$ cat src/rtl/unitate_control_multiciclu_if.sv
// Control-unit bus bundle: instruction/data handshake inputs and datapath/memory control outputs.
// The control unit takes the master side; the datapath/memory model takes the slave side.
interface unitate_control_multiciclu_if #(
  parameter int OPCODE_W   = 4,
  parameter int ALU_CTRL_W = 4
);
  logic [OPCODE_W-1:0]   opcode;
  logic                  mem_ack;
  logic                  zero_flag;
  logic [ALU_CTRL_W-1:0] alu_ctrl;
  logic                  reg_write;
  logic                  mem_read;
  logic                  mem_write;
  logic                  ir_load;
  logic                  pc_inc;
  logic                  pc_load;
  logic                  halted;
  logic                  illegal;
  logic                  bus_err;

  modport master (
    input  opcode, mem_ack, zero_flag,
    output alu_ctrl, reg_write, mem_read, mem_write, ir_load, pc_inc, pc_load,
           halted, illegal, bus_err
  );

  modport slave (
    output opcode, mem_ack, zero_flag,
    input  alu_ctrl, reg_write, mem_read, mem_write, ir_load, pc_inc, pc_load,
           halted, illegal, bus_err
  );
endinterface

$ cat src/rtl/unitate_control_multiciclu.sv
// Multi-cycle RISC-8 control unit: FETCH/DECODE/EXEC/MEM/WB sequencing over a req/ack bus,
// with a memory-ack timeout and sticky HALT / ERR terminal states.
module unitate_control_multiciclu #(
  parameter int OPCODE_W    = 4,
  parameter int ALU_CTRL_W  = 4,
  parameter int MEM_TIMEOUT = 15
) (
  input  logic                          clk,
  input  logic                          rst,
  unitate_control_multiciclu_if.master  bus
);
  localparam int CNT_W = (MEM_TIMEOUT > 1) ? $clog2(MEM_TIMEOUT) : 1;
  localparam logic [CNT_W-1:0]      CNT_LAST = CNT_W'(MEM_TIMEOUT - 1);
  localparam logic [OPCODE_W-1:0]   OP_LOAD  = OPCODE_W'(8);
  localparam logic [OPCODE_W-1:0]   OP_STORE = OPCODE_W'(9);
  localparam logic [OPCODE_W-1:0]   OP_BEQ   = OPCODE_W'(10);
  localparam logic [OPCODE_W-1:0]   OP_JMP   = OPCODE_W'(11);
  localparam logic [OPCODE_W-1:0]   OP_HALT  = OPCODE_W'(15);
  localparam logic [ALU_CTRL_W-1:0] ALU_IDLE = '1;
  localparam logic [ALU_CTRL_W-1:0] ALU_ADD  = ALU_CTRL_W'(0);
  localparam logic [ALU_CTRL_W-1:0] ALU_SUB  = ALU_CTRL_W'(1);

  typedef enum logic [2:0] {
    S_FETCH, S_DECODE, S_EXEC, S_MEM, S_WB, S_HALT, S_ERR
  } state_t;

  state_t                state_q, state_d;
  logic [OPCODE_W-1:0]   opcode_q, opcode_d;
  logic [CNT_W-1:0]      cnt_q, cnt_d;
  logic                  cause_bus_q, cause_bus_d;

  logic [ALU_CTRL_W-1:0] alu_ctrl_c;
  logic                  reg_write_c, mem_read_c, mem_write_c, ir_load_c;
  logic                  pc_inc_c, pc_load_c, halted_c, illegal_c, bus_err_c;
  logic                  is_alu;

  assign is_alu = (opcode_q < OPCODE_W'(8));

  always_ff @(posedge clk) begin
    if (rst) begin
      state_q     <= S_FETCH;
      opcode_q    <= '0;
      cnt_q       <= '0;
      cause_bus_q <= 1'b0;
    end else begin
      state_q     <= state_d;
      opcode_q    <= opcode_d;
      cnt_q       <= cnt_d;
      cause_bus_q <= cause_bus_d;
    end
  end

  always_comb begin
    state_d     = state_q;
    opcode_d    = opcode_q;
    cnt_d       = '0;
    cause_bus_d = cause_bus_q;
    alu_ctrl_c  = ALU_IDLE;
    reg_write_c = 1'b0;
    mem_read_c  = 1'b0;
    mem_write_c = 1'b0;
    ir_load_c   = 1'b0;
    pc_inc_c    = 1'b0;
    pc_load_c   = 1'b0;
    halted_c    = 1'b0;
    illegal_c   = 1'b0;
    bus_err_c   = 1'b0;

    case (state_q)
      S_FETCH: begin
        mem_read_c = 1'b1;
        if (bus.mem_ack) begin
          ir_load_c = 1'b1;
          pc_inc_c  = 1'b1;
          opcode_d  = bus.opcode;
          state_d   = S_DECODE;
        end else if (cnt_q == CNT_LAST) begin
          state_d     = S_ERR;
          cause_bus_d = 1'b1;
        end else begin
          cnt_d = cnt_q + CNT_W'(1);
        end
      end
      S_DECODE: begin
        if (is_alu)                                        state_d = S_WB;
        else if (opcode_q == OP_LOAD || opcode_q == OP_STORE) state_d = S_MEM;
        else if (opcode_q == OP_BEQ)                       state_d = S_EXEC;
        else if (opcode_q == OP_JMP) begin
          pc_load_c = 1'b1;
          state_d   = S_FETCH;
        end
        else if (opcode_q == OP_HALT)                      state_d = S_HALT;
        else begin
          state_d     = S_ERR;
          cause_bus_d = 1'b0;
        end
      end
      S_EXEC: begin
        alu_ctrl_c = ALU_SUB;
        pc_load_c  = bus.zero_flag;
        state_d    = S_FETCH;
      end
      S_MEM: begin
        // Address add stays selected for the whole wait so the address is stable.
        alu_ctrl_c  = ALU_ADD;
        mem_read_c  = (opcode_q == OP_LOAD);
        mem_write_c = (opcode_q == OP_STORE);
        if (bus.mem_ack) begin
          state_d = (opcode_q == OP_LOAD) ? S_WB : S_FETCH;
        end else if (cnt_q == CNT_LAST) begin
          state_d     = S_ERR;
          cause_bus_d = 1'b1;
        end else begin
          cnt_d = cnt_q + CNT_W'(1);
        end
      end
      S_WB: begin
        reg_write_c = 1'b1;
        alu_ctrl_c  = is_alu ? ALU_CTRL_W'(opcode_q) : ALU_IDLE;
        state_d     = S_FETCH;
      end
      S_HALT:  halted_c = 1'b1;
      S_ERR: begin
        illegal_c = ~cause_bus_q;
        bus_err_c = cause_bus_q;
      end
      default: state_d = S_FETCH;
    endcase
  end

  // Reset is synchronous, so outputs are masked while rst is high to stop pulses leaking.
  always_comb begin
    bus.alu_ctrl  = rst ? ALU_IDLE : alu_ctrl_c;
    bus.reg_write = ~rst & reg_write_c;
    bus.mem_read  = ~rst & mem_read_c;
    bus.mem_write = ~rst & mem_write_c;
    bus.ir_load   = ~rst & ir_load_c;
    bus.pc_inc    = ~rst & pc_inc_c;
    bus.pc_load   = ~rst & pc_load_c;
    bus.halted    = ~rst & halted_c;
    bus.illegal   = ~rst & illegal_c;
    bus.bus_err   = ~rst & bus_err_c;
  end
endmodule

$ cat src/flat_wrapper.sv
// flat-port wrapper written by rule: the top's interface ports become plain ports
module unitate_control_multiciclu_flat 
#(
  parameter int OPCODE_W    = 4,
  parameter int ALU_CTRL_W  = 4,
  parameter int MEM_TIMEOUT = 15
)
  (clk, rst, bus_opcode, bus_mem_ack, bus_zero_flag, bus_alu_ctrl, bus_reg_write, bus_mem_read, bus_mem_write, bus_ir_load, bus_pc_inc, bus_pc_load, bus_halted, bus_illegal, bus_bus_err);
  unitate_control_multiciclu_if #(.OPCODE_W(OPCODE_W), .ALU_CTRL_W(ALU_CTRL_W)) bus_i ();
  input  logic clk;
  input  logic rst;
  input wire logic [$bits(bus_i.opcode)-1:0] bus_opcode;
  input wire logic [$bits(bus_i.mem_ack)-1:0] bus_mem_ack;
  input wire logic [$bits(bus_i.zero_flag)-1:0] bus_zero_flag;
  output wire logic [$bits(bus_i.alu_ctrl)-1:0] bus_alu_ctrl;
  output wire logic [$bits(bus_i.reg_write)-1:0] bus_reg_write;
  output wire logic [$bits(bus_i.mem_read)-1:0] bus_mem_read;
  output wire logic [$bits(bus_i.mem_write)-1:0] bus_mem_write;
  output wire logic [$bits(bus_i.ir_load)-1:0] bus_ir_load;
  output wire logic [$bits(bus_i.pc_inc)-1:0] bus_pc_inc;
  output wire logic [$bits(bus_i.pc_load)-1:0] bus_pc_load;
  output wire logic [$bits(bus_i.halted)-1:0] bus_halted;
  output wire logic [$bits(bus_i.illegal)-1:0] bus_illegal;
  output wire logic [$bits(bus_i.bus_err)-1:0] bus_bus_err;
  assign bus_i.opcode = bus_opcode;
  assign bus_i.mem_ack = bus_mem_ack;
  assign bus_i.zero_flag = bus_zero_flag;
  assign bus_alu_ctrl = bus_i.alu_ctrl;
  assign bus_reg_write = bus_i.reg_write;
  assign bus_mem_read = bus_i.mem_read;
  assign bus_mem_write = bus_i.mem_write;
  assign bus_ir_load = bus_i.ir_load;
  assign bus_pc_inc = bus_i.pc_inc;
  assign bus_pc_load = bus_i.pc_load;
  assign bus_halted = bus_i.halted;
  assign bus_illegal = bus_i.illegal;
  assign bus_bus_err = bus_i.bus_err;
  unitate_control_multiciclu #(.OPCODE_W(OPCODE_W), .ALU_CTRL_W(ALU_CTRL_W), .MEM_TIMEOUT(MEM_TIMEOUT)) u_core (.clk(clk), .rst(rst), .bus(bus_i));
endmodule
$ cat config.mk
export PLATFORM = sky130hd
export DESIGN_NAME = unitate_control_multiciclu_flat
export DESIGN_NICKNAME = d
export VERILOG_FILES = /design/src/rtl/unitate_control_multiciclu_if.sv /design/src/rtl/unitate_control_multiciclu.sv /design/src/flat_wrapper.sv
export SDC_FILE = /design/constraint.sdc
export NUM_CORES = 1
export LEC_CHECK = 0
export BUFFER_PORTS_ARGS = -buffer_cell sky130_fd_sc_hd__buf_2
export CAP_MARGIN = 5
export CORE_MARGIN = 2
export CORE_UTILIZATION = 54
export CTS_CLUSTER_DIAMETER = 50
export DETAILED_ROUTE_END_ITERATION = 12
export GPL_ROUTABILITY_DRIVEN = 0
export MAX_ROUTING_LAYER = met4
export PLACE_DENSITY = 0.9
export SETUP_SLACK_MARGIN = 0.5
export SLEW_MARGIN = 15
export SYNTH_ARGS = -nofsm -noshare
export SYNTH_HDL_FRONTEND = slang
export SYNTH_SLANG_ARGS = --single-unit
export TNS_END_PERCENT = 10
$ cat constraint.sdc
create_clock -name clk -period 3.05 [get_ports clk]
set_clock_uncertainty 0.05 [all_clocks]
set_input_delay 0.915 -clock clk [delete_from_list [all_inputs] [get_ports clk]]
set_output_delay 0.915 -clock clk [all_outputs]
set_load 0.05 [all_outputs]
---- After elaboration in Yosys (flattened, before gate mapping) ----
Index checks and enable logic that the tools add are counted.
word-level totals
  input port bits ......................... 8
  output and inout port bits .............. 13
  logic and storage cells ................. 78
  bits in registers ....................... 12
operators by class
  add/subtract/negate cells ............... 1
  order comparisons ....................... 1
  bitwise logic cells ..................... 11
  reduce and logical (&&, ||, !) cells .... 8
  multiplexer cells ....................... 34
  equality and inequality tests ........... 19
operators by type and width
  kind                                                                      number
  4-bit == test (second input constant)                                     6
  3-bit two-way mux                                                         8
  1-bit two-way mux                                                         18
  2-bit inequality test (second input constant)                             6
  3-bit one-hot mux with 4 select lines                                     1
  4-bit one-hot mux with 3 select lines                                     1
  3-bit == test (second input constant)                                     3
  1-bit AND                                                                 8
  4-bit two-way mux                                                         2
  8-bit AND reduction                                                       1
  3-bit by 2-bit == test with 1-bit output (second input constant)          2
  1-bit one-hot mux with 2 select lines                                     3
  4-bit by 1-bit adder with 4-bit output (second input constant)            1
  4-bit less-than comparator (second input constant)                        1
  2-bit OR reduction                                                        2
  4-bit OR reduction                                                        1
  3-bit by 1-bit == test with 1-bit output (second input constant)          1
  3-bit zero test                                                           1
  1-bit inverter                                                            3
  2-bit two-way mux                                                         1
  2-bit by 1-bit inequality test with 1-bit output (second input constant)  1
  2-bit AND reduction                                                       1
  2-bit nonzero test                                                        1
  1-bit logical OR                                                          1

---- Longest topological paths before layout ----
Gate-level depths: netlist (run 1).
  depth in word-level cells ............... 7
  gate-level depth with buffers ........... 6
  depth with buffers taken out ............ 6

---- Least setup slack after synthesis (run 1) ----
Ideal clock, no wire load.
  path type ............................... input-to-output
  from .................................... in rst
  to ...................................... out bus_mem_write
  required time ........................... 2.085 ns
  path slack .............................. -0.674 ns
  data arrival time ....................... 2.759 ns
  path buffers ............................ 1
  stages on the path ...................... 2
  cells stage by stage .................... clkbuf_1 > nor4b_1
on the way
  cells in the longest elaborated chain, start to end .. 2
ends and longest elaborated chain
  item                line                               source
  start: declaration  flat_wrapper.sv:11                 input logic rst;
  1-bit inverter      unitate_control_multiciclu.sv:136  bus.mem_write = ~rst & mem_write_c;
  1-bit AND           unitate_control_multiciclu.sv:136
  end: declaration    flat_wrapper.sv:18                 output wire logic [$bits(bus_i.mem_write)-1:0] bus_mem_write;
Every way passes these cells.

---- Final worst setup path (run 1) ----
  from .................................... reg u_core.opcode_q[1]
  to ...................................... out bus_mem_read
on the way
  cells in the longest elaborated chain, start to end .. 3
ends and longest elaborated chain
  item                                   line                               source
  start: declaration                     unitate_control_multiciclu.sv:28   logic [OPCODE_W-1:0] opcode_q, opcode_d;
  start signal: assignment               unitate_control_multiciclu.sv:47   opcode_q <= opcode_d;
  4-bit == test                          unitate_control_multiciclu.sv:106  mem_read_c = (opcode_q == OP_LOAD);
  1-bit one-hot mux with 2 select lines  unitate_control_multiciclu.sv:69   case (state_q)
  1-bit AND                              unitate_control_multiciclu.sv:135  bus.mem_read = ~rst & mem_read_c;
  end: declaration                       flat_wrapper.sv:17                 output wire logic [$bits(bus_i.mem_read)-1:0] bus_mem_read;
Every way passes these cells.

==> results_dict.tcl, run 1 <==
set metrics [dict create \
    endpoint_kind "output port" \
    report.final.setup_viol 0 \
    viasPerCell 6.169 \
    drt-total-wl_um 2300 \
    grt_antenna_before_repair 0 \
    core_region_area_sq_um 1350 \
    outcome "complete, no violations" \
    mappedNetlistNets 104 \
    worstPathArrival_ns 1.66 \
    synth_area_leaders "dfxtp_1, nor2_1, mux2i_1, a21oi_1, buf_6" \
    p_per_area_nw_per_um2 370.2 \
    layout_cell_share_with_drive_strength_beyond_1_pct 53.72 \
    drtAntennaViolNets 0 \
    max_freq_ghz 0.3807 \
    num_vias 839 \
    cts_made_buffers 3 \
    timing.reg2reg.setup_slack_ns 1.48 \
    htree_levels 1 \
    layout.filler_cells 54 \
    syn_inst 94 \
    mappedNetlistArea_sq_um 810.8 \
    max-cap-violations 0 \
    critPathCapture "bus_mem_read" \
    timing.reg2reg.worst_path_depth 5 \
    syn_to_final_growth_pct 47.53 \
    finalHoldViolCount 0 \
    worstSkewPairLatency_ns 0.27 \
    synthesis.area_per_instance_sq_um 8.625 \
    p_total_uw 442.8 \
    initial_core_util_pct 60.06 \
    power_leakage_uw 0.0004967 \
    route.detailed.wl_per_inst_um 16.91 \
    final-max-slew-violation-count 0 \
    ys_warn_count 0 \
    grt_pass1_wl_um 3719 \
    required_ns 2.08 \
    critical_path.startpoint_type "register" \
    tritoncts "yes" \
    global_route.usage.total_pct 28.04 \
    synth-seq-area-share_pct 29.63 \
    floorplan.die.width_um 42.75 \
    grt_start_max_net_pins 11 \
    mostFrequentLayoutCell "buf_4" \
    count_of_input_and_output_buffers 20 \
    grt_setup_unrepaired "true" \
    num-nets-final 132 \
    synthDominantAreaCellType "dfxtp_1" \
    ios 21 \
    pin_slew_with_the_least_headroom_to_its_limit_ns 0.3866 \
    synth.distinct_cells 37 \
    relSlewSlack_pct 74.16 \
    ir_drop_uv 455.9 \
    n_antenna_cell 0 \
    hold_slack_ns 0.4687 \
    criticalPathCategory "reg -> out" \
    crit-reg2reg-capture "u_core.cause_bus_q" \
    synth.ff_latch_count 12 \
    mostFrequentLayoutCells "buf_4, nor2_1, buf_2" \
    finalSetupTns_ns 0 \
    die_area_sq_um 1828 \
    timing.final.crit_period_ns 2.627 \
    first_global_vias 802 \
    min_setup_slack_post_route_ns 0.4234 \
    min_path_type "reg -> reg" \
    drt_iter0_markers 21 \
    dpl_worst_slack_ns 0.2827 \
    first_pass_iters 4 \
    worst_r2r_startpoint "u_core.state_q[0]" \
    detailedPlacementHpwl_um 1373 \
    worst-path-max-fanout 5 \
    drc 0 \
    cts.root.buffer_cell "clkbuf_4" \
    clock_tree.buffer_depth 2 \
    fin_crit_sh_pct 86.12 \
    critPathLaunch "u_core.opcode_q[1]" \
    clk_pin_slew_worst_paths_ns 0.08 \
    globalRouteOverflowTotal 0 \
    area_share_of_the_largest_cell_type_after_synthesis_pct 29.63 \
    number_of_rows_created_at_floorplan 13 \
    cts_sinks 12 \
    die_height_um 42.75 \
]
==> report_power, final <==
part           switching [uW]  total (uW)  internal, uW
clock network            54.7         127          72.5
logic                    76.1         133          57.3
registers                17.6         182           165
total                     148         443           294
==> kinds of logic (layout without fill, tap and decap cells) <==
logic type               Yosys count  after routing  synth area share [%]
adder cells (fa/ha/maj)            2              2                 3.086
multiplexers                       4              4                 4.938
AO/OA/AOI/OAI                     18             18                 16.82
AND/OR/NAND/NOR                   48             48                 35.96
XOR/XNOR                           2              2                 2.161
buffers and inverters              8             35                 7.406
flip-flops                        12             12                 29.63
==> timing repair <==
| item | in CTS | in global routing |
|---|---|---|
| endpoints found under the setup margin | 13 | 12 |
| hold buffers | 0 | 0 |
| resized for setup | 28 | 10 |
| buffers inserted | 5 | 0 |
| pin swaps | 1 | 0 |
==> worst min-delay path by stage <==
stage | slack, ns | to | depth (start not counted) | from
detailed placement | 0.42 | u_core.cnt_q[0] | 1 | u_core.cnt_q[0]
finish | 0.47 | u_core.cnt_q[0] | 1 | u_core.cnt_q[0]
floorplan | 0.38 | u_core.cnt_q[0] | 1 | u_core.cnt_q[0]
global route | 0.49 | u_core.cnt_q[3] | 2 | u_core.cnt_q[3]
CTS | 0.44 | u_core.cnt_q[0] | 1 | u_core.cnt_q[0]
global placement | 0.40 | u_core.cnt_q[0] | 1 | u_core.cnt_q[0]
==> routing by layer <==
layer,global-route usage [%],vias to the layer above,routed length [um]
li1,-,389,-
met1,32.81,404,935
met3,5.532,10,123
met2,45.15,36,1152
met5,-,-,0
met4,14.37,0,89
==> cell type report <==
cell class	instances	area, sq um	area share [%]
clock buffers	4	36.28	3.033
inverters	1	3.754	0.3138
multi-input cells	74	643.1	53.77
flip-flops and latches	12	254.0	21.23
repair buffers	30	240.2	20.08
well taps	15	18.77	1.569
==> synth_stat cells (all sizes together) <==
library cell / number
nor2: 16
dfxtp: 12
a21oi: 7
nand2: 6
nor3: 6
buf: 5
mux2i: 4
nor2b: 3
nor4: 3
nor4b: 3
a211oi: 2
a31o: 2
and2b: 2
clkbuf: 2
ha: 2
nand3: 2
o21bai: 2
a2111oi: 1
a21boi: 1
a22oi: 1
and2: 1
and3: 1
and3b: 1
inv: 1
nand4b: 1
nor3b: 1
o21ai: 1
o21ba: 1
or2: 1
or3: 1
xnor2: 1
xor2: 1
==> stage by stage <==
stage | util (%) | instances | instance area [sq um]
2_1_floorplan | - | 94 | 942.2
3_3_place_gp | 74.61 | 127 | 1007
3_5_place_dp | 74.61 | 127 | 1007
4_1_cts | 86.28 | 136 | 1165
5_1_grt | 88.60 | 136 | 1196
6_report | 88.60 | 136 | 1196
==> worst max-delay path, cell delays in order, from the launching register on <==
cell	delay [ns]
dfxtp_1	0.37
or2_4	0.30
nor3_2	0.22
nor2_1	0.11
nor2_2	0.14
clkbuf_4	0.25
==> registers in the layout (all words and copies together), names as in the netlist <==
register            count
u_core.cnt_q            4
u_core.opcode_q         4
u_core.state_q          3
u_core.cause_bus_q      1
(Power assumes the default switching activity.)
==> run 2, diff against run 1 <==
- HOLD_SLACK_MARGIN: not set -> 0.02
- REMOVE_ABC_BUFFERS: not set -> 1
- clock period: 3.05 -> 3.1 ns (I/O delays scaled with it)
==> run 2 against run 1 <==
Net effect:
- final cell count decreased by 6.6%
- non-clock buffer count down 8
- sequential power hardly changed
- sequential share of layout area up 3.2 points
- critical path depth down 2
- first-iteration DRC count shrank 24%
- design area fell by 15%
- via count down 7.6%
- critical path type is now in -> out
==> results_dict.tcl, run 2 (synthesis results as in run 1) <==
set metrics [dict create \
    required_ns 2.12 \
    first_pass_iters 4 \
    ios 21 \
    cts.root.buffer_cell "clkbuf_4" \
    p_per_area_nw_per_um2 371.1 \
    num_vias 775 \
    drt_iter0_markers 16 \
    initial_core_util_pct 60.06 \
    grt_antenna_before_repair 0 \
    grt_pass1_wl_um 2863 \
    outcome "complete, no violations" \
    grt_start_max_net_pins 19 \
    die_height_um 42.75 \
    n_antenna_cell 0 \
    critPathCapture "bus_mem_write" \
    layout_cell_share_with_drive_strength_beyond_1_pct 39.29 \
    power_leakage_uw 0.0004290 \
    global_route.usage.total_pct 20.88 \
    worstPathCellList "buf_8 > nor4b_4 > buf_4" \
    p_total_uw 379.4 \
    max_freq_ghz 0.3840 \
    floorplan.die.width_um 42.75 \
    clk_pin_slew_worst_paths_ns 0.07 \
    finalHoldViolCount 0 \
    switching_share_pct 34.02 \
    timing.reg2reg.worst_path_depth 5 \
    viasPerCell 6.102 \
    drt-total-wl_um 1980 \
    core_region_area_sq_um 1350 \
    cts_sinks 12 \
    fin_crit_sh_pct 84.00 \
    die_area_sq_um 1828 \
    count_of_input_and_output_buffers 20 \
    route.detailed.wl_per_inst_um 15.59 \
    min_path_type "reg -> reg" \
    layout.filler_cells 83 \
    drc 0 \
    worstPathArrival_ns 1.62 \
    clock_power_share_pct 24.8 \
    syn_to_final_growth_pct 26.08 \
    tritoncts "yes" \
    detailedPlacementHpwl_um 1255 \
    clock_tree.buffer_depth 2 \
    relSlewSlack_pct 78.97 \
    endpoint_kind "output port" \
    combPwrFrac_pct 28.1 \
    timing.final.crit_period_ns 2.604 \
    final-max-slew-violation-count 0 \
    power.switching_uw 129.1 \
    crit-reg2reg-capture "u_core.cause_bus_q" \
    worst_path_cell_with_the_longest_stage_delay "nor4b_4" \
    mostFrequentLayoutCell "nor2_1" \
    pin_slew_with_the_least_headroom_to_its_limit_ns 0.3131 \
    grt_setup_unrepaired "true" \
    num-nets-final 124 \
    number_of_rows_created_at_floorplan 13 \
    critical_path.startpoint_type "primary input" \
    crit_path_max_incr_delay_ns 0.30 \
    cts_made_buffers 3 \
    critPathLaunch "rst" \
    worst-path-max-fanout 18 \
    share_seq_of_total_power_pct 47.1 \
    report.final.setup_viol 0 \
    mostFrequentLayoutCells "nor2_1, buf_2, dfxtp_1" \
    drtAntennaViolNets 0 \
    top_regs "u_core.cnt_q x4, u_core.opcode_q x4, u_core.state_q x3" \
    globalRouteOverflowTotal 0 \
    final_core_utilization_pct 75.72 \
    first_global_vias 665 \
    cts-hold-fix-buffers 0 \
    worstSkewPairLatency_ns 0.26 \
    timing.reg2reg.setup_slack_ns 1.61 \
    power_report.internal_total_uw 250.3 \
    htree_levels 1 \
    worst_r2r_startpoint "u_core.state_q[0]" \
    criticalPathCategory "in -> out" \
    ir_drop_uv 373.8 \
    max-cap-violations 0 \
]
## run 2: cell types whose count changed in the layout (fill, tap and decap cells not counted), sizes merged
cell  change
buf       -9
## run 2: area by class of cell
cell class	instances	area (sq um)	share of cell area [%]
Multi-Input combinational cell	74	561.8	54.96
Sequential cell	12	250.2	24.48
Timing Repair Buffer	22	165.2	16.16
Clock buffer	3	22.52	2.203
Tap cell	15	18.77	1.836
Inverter	1	3.754	0.3672
## run 2: timing repair
action,4_1_cts,5_1_grt
setup endpoints to repair,12,13
pin swaps,0,0
gates resized for setup,16,16
buffers inserted,0,0
## run 2: worst min-delay path by stage
stage | slack [ns] | start | depth (start not counted) | end
after floorplan | 0.38 | u_core.cnt_q[0] | 1 | u_core.cnt_q[0]
after global placement | 0.39 | u_core.cnt_q[0] | 1 | u_core.cnt_q[0]
after detailed placement | 0.41 | u_core.cnt_q[0] | 1 | u_core.cnt_q[0]
after CTS | 0.43 | u_core.cnt_q[0] | 1 | u_core.cnt_q[0]
after global routing | 0.44 | u_core.cnt_q[0] | 1 | u_core.cnt_q[0]
final | 0.42 | u_core.cnt_q[0] | 1 | u_core.cnt_q[0]
## run 2: critical path, delay by kind of cell
family	cells	cell delay, ns
buffers and inverters	2	0.39
AND/OR/NAND/NOR	1	0.30
## run 2: per-layer routing
layer  up-vias  wire [um]  global-route usage (%)
met4         0         21                   5.000
li1        369          -                       -
met5         -          0                       -
met3         4        103                   6.809
met2        29       1044                   37.58
met1       373        811                   21.76
## run 2: power groups by stage
stage / logic [uW] / clock network [uW] / registers, uW
global route: 113 / 102 / 180
detailed placement: 91.3 / 0 / 181
global placement: 88.5 / 0 / 181
CTS: 97.2 / 96.2 / 177
finish: 107 / 94.0 / 179
floorplan: 64.2 / 0 / 180
## run 2: per-stage QoR
step           hold slack (ns)  area (sq um)  setup WS [ns]  TNS (ns)  std cells
6_report                0.4206          1022         0.4961         0        127
5_1_grt                 0.4444          1022         0.4382         0        127
4_1_cts                 0.4284         959.7         0.4625         0        127
3_5_place_dp            0.4109         888.4         0.3034         0        124
3_3_place_gp            0.3914         888.4         0.3414         0        124
2_1_floorplan           0.3797         754.5        -0.4669    -2.079         87
